File: config.mk
export PLATFORM = sky130hd
export DESIGN_NAME = i2s_sync_manager
export DESIGN_NICKNAME = d
export VERILOG_FILES = /design/src/rtl/i2s_sync_manager.sv
export SDC_FILE = /design/constraint.sdc
export NUM_CORES = 1
export LEC_CHECK = 0
export ABC_AREA = 1
export CORE_UTILIZATION = 49
export CTS_CLUSTER_SIZE = 25
export DETAILED_ROUTE_END_ITERATION = 12
export MAX_ROUTING_LAYER = met4
export PLACE_DENSITY = 0.79
export SYNTH_ARGS = -nofsm -noshare
export SYNTH_HDL_FRONTEND = slang
export SYNTH_SLANG_ARGS = --single-unit
File: constraint.sdc
create_clock -name ck -period 1.7 [get_ports ck]
set_clock_uncertainty 0.1 [all_clocks]
set_input_delay 0.51 -clock ck [delete_from_list [all_inputs] [get_ports ck]]
set_output_delay 0.51 -clock ck [all_outputs]
set_load 0.01 [all_outputs]
File: src/rtl/i2s_sync_manager.sv
// I2S timing-source manager: selects between the local I2S generator and an
// externally tracked I2S source. Switching happens only on frame boundaries,
// with lock/loss hysteresis and a mute window around every switchover.
module i2s_sync_manager #(
    parameter int LOCK_FRAMES = 4,
    parameter int LOSS_FRAMES = 2,
    parameter int MUTE_FRAMES = 2,
    parameter int ARM_TIMEOUT = 2,
    parameter int CW          = 3
) (
    input  logic       ck,
    input  logic       rst,
    input  logic       ext_valid,
    input  logic       ext_en,
    input  logic [5:0] ext_frame_posn,
    input  logic       local_en,
    input  logic [5:0] local_frame_posn,
    input  logic       force_local,
    output logic       en,
    output logic [5:0] frame_posn,
    output logic       external,
    output logic       mute,
    output logic [1:0] state
);

    typedef enum logic [1:0] {
        ST_LOCAL     = 2'd0,
        ST_ARM_EXT   = 2'd1,
        ST_EXT       = 2'd2,
        ST_ARM_LOCAL = 2'd3
    } state_t;

    localparam logic [CW-1:0] LOCK_C = CW'(LOCK_FRAMES);
    localparam logic [CW-1:0] LOSS_C = CW'(LOSS_FRAMES);
    localparam logic [CW-1:0] MUTE_C = CW'(MUTE_FRAMES);
    localparam logic [CW-1:0] TMO_C  = CW'(ARM_TIMEOUT);
    localparam logic [CW-1:0] CNT_MAX = '1;

    // Counters never wrap: they stick at full scale going up and at zero going down.
    function automatic logic [CW-1:0] sat_inc(input logic [CW-1:0] x);
        return (x == CNT_MAX) ? x : x + CW'(1);
    endfunction

    function automatic logic [CW-1:0] sat_dec(input logic [CW-1:0] x);
        return (x == '0) ? x : x - CW'(1);
    endfunction

    state_t        state_q, state_d;
    logic [CW-1:0] lock_cnt, lock_d;
    logic [CW-1:0] loss_cnt, loss_d;
    logic [CW-1:0] tmo_cnt, tmo_d;
    logic [CW-1:0] mute_cnt, mute_d;
    logic          local_sof;
    logic          ext_sof;
    logic          src_ext;

    assign local_sof = local_en & (local_frame_posn == 6'd0);
    assign ext_sof   = ext_en & (ext_frame_posn == 6'd0);

    // Next-state and counter updates; each state acts only on its own trigger event.
    always_comb begin
        state_d = state_q;
        lock_d  = lock_cnt;
        loss_d  = loss_cnt;
        tmo_d   = tmo_cnt;
        mute_d  = mute_cnt;
        case (state_q)
            ST_LOCAL: begin
                if (local_sof)
                    mute_d = sat_dec(mute_cnt);
                if (!ext_valid || force_local)
                    lock_d = '0;
                else if (local_sof)
                    lock_d = sat_inc(lock_cnt);
                if (lock_cnt == LOCK_C) begin
                    state_d = ST_ARM_EXT;
                    tmo_d   = '0;
                end
            end
            ST_ARM_EXT: begin
                if (local_sof)
                    tmo_d = sat_inc(tmo_cnt);
                // Abort outranks a coincident external frame start.
                if (force_local || !ext_valid || (tmo_cnt == TMO_C)) begin
                    state_d = ST_LOCAL;
                    lock_d  = '0;
                end else if (ext_sof) begin
                    state_d = ST_EXT;
                    mute_d  = MUTE_C;
                    loss_d  = '0;
                end
            end
            ST_EXT: begin
                if (ext_sof)
                    mute_d = sat_dec(mute_cnt);
                if (ext_valid)
                    loss_d = '0;
                else if (local_sof)
                    loss_d = sat_inc(loss_cnt);
                if ((loss_cnt == LOSS_C) || force_local)
                    state_d = ST_ARM_LOCAL;
            end
            ST_ARM_LOCAL: begin
                // Local generator is free-running, so waiting for its frame start cannot stall.
                if (local_sof) begin
                    state_d = ST_LOCAL;
                    mute_d  = MUTE_C;
                    lock_d  = '0;
                end
            end
            default: state_d = ST_LOCAL;
        endcase
    end

    // Mux uses the upcoming state so the triggering frame start comes from the new source.
    assign src_ext = (state_d == ST_EXT) || (state_d == ST_ARM_LOCAL);

    // State and counter registers.
    always_ff @(posedge ck) begin
        if (rst) begin
            state_q  <= ST_LOCAL;
            lock_cnt <= '0;
            loss_cnt <= '0;
            tmo_cnt  <= '0;
            mute_cnt <= MUTE_C;
        end else begin
            state_q  <= state_d;
            lock_cnt <= lock_d;
            loss_cnt <= loss_d;
            tmo_cnt  <= tmo_d;
            mute_cnt <= mute_d;
        end
    end

    // Registered bit-enable / bit-index selection towards the DSP chain.
    always_ff @(posedge ck) begin
        if (rst) begin
            en         <= 1'b0;
            frame_posn <= 6'd0;
        end else begin
            en         <= src_ext ? ext_en : local_en;
            frame_posn <= src_ext ? ext_frame_posn : local_frame_posn;
        end
    end

    assign external = (state_q == ST_EXT) || (state_q == ST_ARM_LOCAL);
    assign mute     = (state_q == ST_ARM_EXT) || (state_q == ST_ARM_LOCAL) || (mute_cnt != '0);
    assign state    = state_q;

endmodule

# After elaboration in Yosys (flattened, before gate mapping)
# Index checks and enable logic that the tools add are counted.
[totals] ff_bits=21 input_bits=18
[classes] add_sub_neg=4 eq_ne=24 n_mux=31 bitwise_logic=2 reduce_logical=20
[ops] cell="3-bit 2-to-1 mux" n=19
[ops] cell="2-bit inequality test (second input constant)" n=9
[ops] cell="5-bit AND reduction" n=3
[ops] cell="3-bit equality test (second input constant)" n=4
[ops] cell="6-bit zero test" n=2
[ops] cell="3-bit inequality test (second input constant)" n=4
[ops] cell="3-bit one-hot mux with 2 select lines" n=2
[ops] cell="3-bit one-hot mux with 4 select lines" n=1
[ops] cell="2-bit 2-to-1 mux" n=5
[ops] cell="3-bit by 1-bit adder with 3-bit output (second input constant)" n=3
[ops] cell="3-bit one-hot mux with 3 select lines" n=1
[ops] cell="2-bit equality test (second input constant)" n=4
[ops] cell="2-bit one-hot mux with 4 select lines" n=1
[ops] cell="1-bit logical OR" n=7
[ops] cell="3-bit by 2-bit equality test with 1-bit output (second input constant)" n=2
[ops] cell="6-bit 2-to-1 mux" n=1
[ops] cell="3-bit nonzero test" n=2
[ops] cell="4-bit AND reduction" n=1
[ops] cell="2-bit nonzero test" n=2
[ops] cell="3-bit zero test" n=1
[ops] cell="3-bit by 1-bit subtractor with 3-bit output (second input constant)" n=1
[ops] cell="1-bit bitwise AND" n=2
[ops] cell="2-bit by 1-bit equality test with 1-bit output (second input constant)" n=1
[ops] cell="2-bit zero test" n=1
[ops] cell="2 further kinds" n=2

# Logic depth before layout (Yosys ltp)
[logic_depth] depth_word=8 depth_mapped=12 mapped_depth_nobuf=12

# Worst setup path before layout
# No wires, ideal clock.
[synth_timing] path_kind="input port to flip-flop" from="in local_frame_posn[5]" to="reg mute_cnt[2]" t_arrival_ns=1.315 slack_ns=0.157 stages=8 cell_sequence="nor2_1 nand2_1 nor2_4 nor2_2 nor2_1 nand2_1 nand2_1 a21oi_1"
[synth_via] elab_chain_len=4 word_cells_on_any_way=5 classes_between="eq/ne (2); bitwise (1); reduce/logical (2)"
[synth_rtl] item="start: declaration" line_no="17" rtl="input logic [5:0] local_frame_posn,"
[synth_rtl] item="6-bit zero test (*)" line_no="57" rtl="assign local_sof = local_en & (local_frame_posn == 6'd0);"
[synth_rtl] item="1-bit bitwise AND (*)" line_no="57"
[synth_rtl] item="2-bit inequality test (no line)"
[synth_rtl] item="5-bit AND reduction (no line) (*)"
[synth_rtl] item="end signal: assignment" line_no="131" rtl="mute_cnt <= mute_d;"
[synth_rtl] item="end: declaration" line_no="52" rtl="logic [CW-1:0] mute_cnt, mute_d;"
# Every way passes the cells marked *; elsewhere a longest branch is shown, timed or not.
# A chain may end at the register's enable or synchronous reset.

# Worst setup path after layout
[layout_timing] from="reg mute_cnt[0]" to="out mute"
[layout_via] elab_chain_len=2
[layout_rtl] item="3-bit nonzero test" line_no="147" rtl="assign mute = (state_q == ST_ARM_EXT) || (state_q == ST_ARM_LOCAL) || (mute_cnt != '0);"
[layout_rtl] item="1-bit logical OR" line_no="147"
[layout_rtl] item="end: declaration" line_no="22" rtl="output logic mute,"
# No other way between the ends.

==> impl_metrics.env <==
export IMPL_status="complete, no violations"
export IMPL_via_per_inst=5.43
export IMPL_numPortBuffers=28
export IMPL_hold_viol_final=0
export IMPL_worstMarginPinSlew_ns=0.271
export IMPL_syn2layout_area_growth_pct=50.2
export IMPL_cap_violations=0
export IMPL_ys_types=22
export IMPL_netlist_instances=186
export IMPL_grt_overflow_total=0
export IMPL_p_per_area_nw_per_um2=482
export IMPL_routed_wl_mm=3.64
export IMPL_syn_num_nets=215
export IMPL_reg2regPathDepth=9
export IMPL_period_share_pct=99.9
export IMPL_avgSynthCellArea_um2=6.70
export IMPL_grt_pass1_wl_mm=5.44
export IMPL_n_antenna_cell=0
export IMPL_fp_dieW_um=52.4
export IMPL_coreArea_um2=2300
export IMPL_final_cell_count_no_fill=265
export IMPL_total_power_mw=0.902
export IMPL_path_clk_slew_ns=0.12
export IMPL_antenna_found_initial=0
export IMPL_dp_cells=260
export IMPL_hpwl_mm=2.57
export IMPL_cts_buffer_depth=2
export IMPL_io_pins=29
export IMPL_cts_max_level=1
export IMPL_drc=0
export IMPL_maxSlewHeadroom_pct=81.9
export IMPL_start_util_pct=54.2
export IMPL_wire_per_inst_um=13.7
export IMPL_fin_tns_setup_ns=0
export IMPL_insertion_delay_ns=0.32
export IMPL_cellLeakagePower_nw=0.977
export IMPL_grt_start_max_net_pins=13
export IMPL_drtIter0Drc=28
export IMPL_fill_cells=169
export IMPL_yosys_warnings=0
export IMPL_startpoint_type="flip-flop"
export IMPL_cts_hold_fix_buffers=0
export IMPL_grt_use_total_pct=27.8
export IMPL_grt_pass1_vias=1313
export IMPL_setup_viol=0
export IMPL_firstDrtPassIters=4
export IMPL_cp_required_ns=1.09
export IMPL_netlist_area_um2=1250
export IMPL_cts_tree="done"
export IMPL_place_congestion=0.876
export IMPL_fmax_mhz=589
export IMPL_pre_cts_slack_ns=-0.441
export IMPL_fp_dieH_um=52.4
export IMPL_design_die_area_um2=2750
export IMPL_place_area_um2=1700
export IMPL_rows=17
export IMPL_layout_nets=267
export IMPL_antenna_left=0
export IMPL_hold_class="in2reg"
export IMPL_finalCriticalPeriod_ns=1.70
export IMPL_vias=1438
export IMPL_fin_ws_ns=0.000868
export IMPL_numCtsBuffers=3
export IMPL_critPathMaxFanout=2
export IMPL_crit_type="reg2out"
export IMPL_report_final_slew_viol_count=0
export IMPL_hold_depth=3
export IMPL_ys_seq_area_share_pct=33.7
export IMPL_ir_drop_mv=0.451
export IMPL_critPathCaptureType="output pin"
export IMPL_synth_seq_cells=21
export IMPL_final_area_um2=1870
export IMPL_rsz0062_at_grt="yes"
export IMPL_clockRootBuffer="clkbuf_4"
export IMPL_drive_above_1_share_pct=27.0
export IMPL_cp_data_arrival_time_ns=1.09
export IMPL_clock_sinks=21
==> power breakdown <==
| part | leakage (nW) | internal, mW | switching (mW) | total, mW |
|---|---|---|---|---|
| sequential | 0.172 | 0.505 | 0.00479 | 0.510 |
| clock | 0.0177 | 0.0883 | 0.167 | 0.256 |
| combinational | 0.788 | 0.0718 | 0.0655 | 0.137 |
| total | 0.977 | 0.665 | 0.237 | 0.902 |
==> worst max-delay path, stage by stage (launching register included) <==
cell and delay, ns:
dfxtp_2 0.35, inv_2 0.08, ha_4 0.15, nand3_4 0.07, buf_6 0.13
==> stage by stage <==
stage / hold slack [ns] / utilization [%]
6_report: 0.379 / 81.5
5_1_grt: 0.369 / 81.5
4_1_cts: 0.386 / 76.4
3_5_place_dp: 0.367 / 74.0
3_3_place_gp: 0.352 / 74.0
2_1_floorplan: 0.329 / -
==> cell usage after synthesis <==
library cell | n | area (µm²)
clkbuf_1 | 1 | 3.75
or2_2 | 1 | 6.26
o31ai_1 | 1 | 7.51
nand3_1 | 14 | 70.1
o21ai_0 | 3 | 15.0
clkinv_1 | 1 | 3.75
nand2_2 | 2 | 12.5
nand3_2 | 1 | 10.0
a21oi_1 | 17 | 85.1
nor2_2 | 2 | 12.5
o211ai_1 | 1 | 7.51
nand2_1 | 54 | 203
dlygate4sd1_1 | 1 | 8.76
inv_1 | 18 | 67.6
nand4_1 | 1 | 6.26
dfxtp_1 | 21 | 420
nor3_1 | 2 | 10.0
clkinv_2 | 1 | 5.00
nor2_1 | 27 | 101
ha_1 | 11 | 138
nor2_4 | 4 | 45.0
inv_2 | 2 | 7.51
==> flip-flops by register name, summed over array words and instances, names as in the netlist <==
name	flops
frame_posn	6
state	2
en	1
loss_cnt	3
mute_cnt	3
tmo_cnt	3
lock_cnt	3
==> path summary, 6_finish.rpt <==
kind	from	to	slack (ns)
worst max-delay path	mute_cnt[0]	mute	0.0009
worst min-delay path	local_frame_posn[5]	frame_posn[5]	0.38
worst max register to register	tmo_cnt[0]	mute_cnt[2]	0.08
worst min register to register	lock_cnt[2]	lock_cnt[2]	0.39
==> logic make-up after synthesis <==
kind of cell | synth area share, %
fa+ha+maj | 11.0
compound gates | 9.24
simple gates | 38.3
buf+inv | 7.73
flops | 33.7
==> final cells by class <==
type                    instances  area, µm²  area share (%)
clock buffers                   3       22.5            1.20
clock inverters                 1       5.00           0.267
inverters                      22       85.1            4.55
multi-input cells             141        851            45.5
flip-flops and latches         21        424            22.7
well taps                      28       35.0            1.87
repair buffers                 49        449            24.0
==> routing by layer <==
layer,global-route usage (%),routed length [µm],vias up
met2,47.3,1840,49
met1,31.6,1470,676
met4,13.6,176,0
met3,4.06,158,21
li1,-,-,692
met5,-,0,-
==> layout by cell type (no fill, tap or decap), types with 2 or more instances in the layout <==
cell,Yosys,routed
buf_6,0,2
dlymetal6s2s_1,0,9
buf_4,0,20
dfxtp_1,21,18
nor3_1,2,2
nand2_1,54,47
o21ai_1,0,3
inv_1,18,14
nor2_2,2,4
dfxtp_2,0,3
ha_1,11,10
clkdlybuf4s50_1,0,5
nand2_2,2,5
nand2_4,0,4
inv_2,2,6
nor2_1,27,20
nand3_4,0,2
a21oi_1,17,16
dlygate4sd2_1,0,13
clkbuf_4,0,3
nand3_1,14,12
nor2_4,4,9
==> what timing repair did <==
item	4_1_cts	5_1_grt
gates resized for setup	36	33
gates cloned	0	0
buffers inserted	0	1
endpoints found under the setup margin	26	22
pin swaps	9	21
Note: power is estimated with default switching activity, not from simulation.
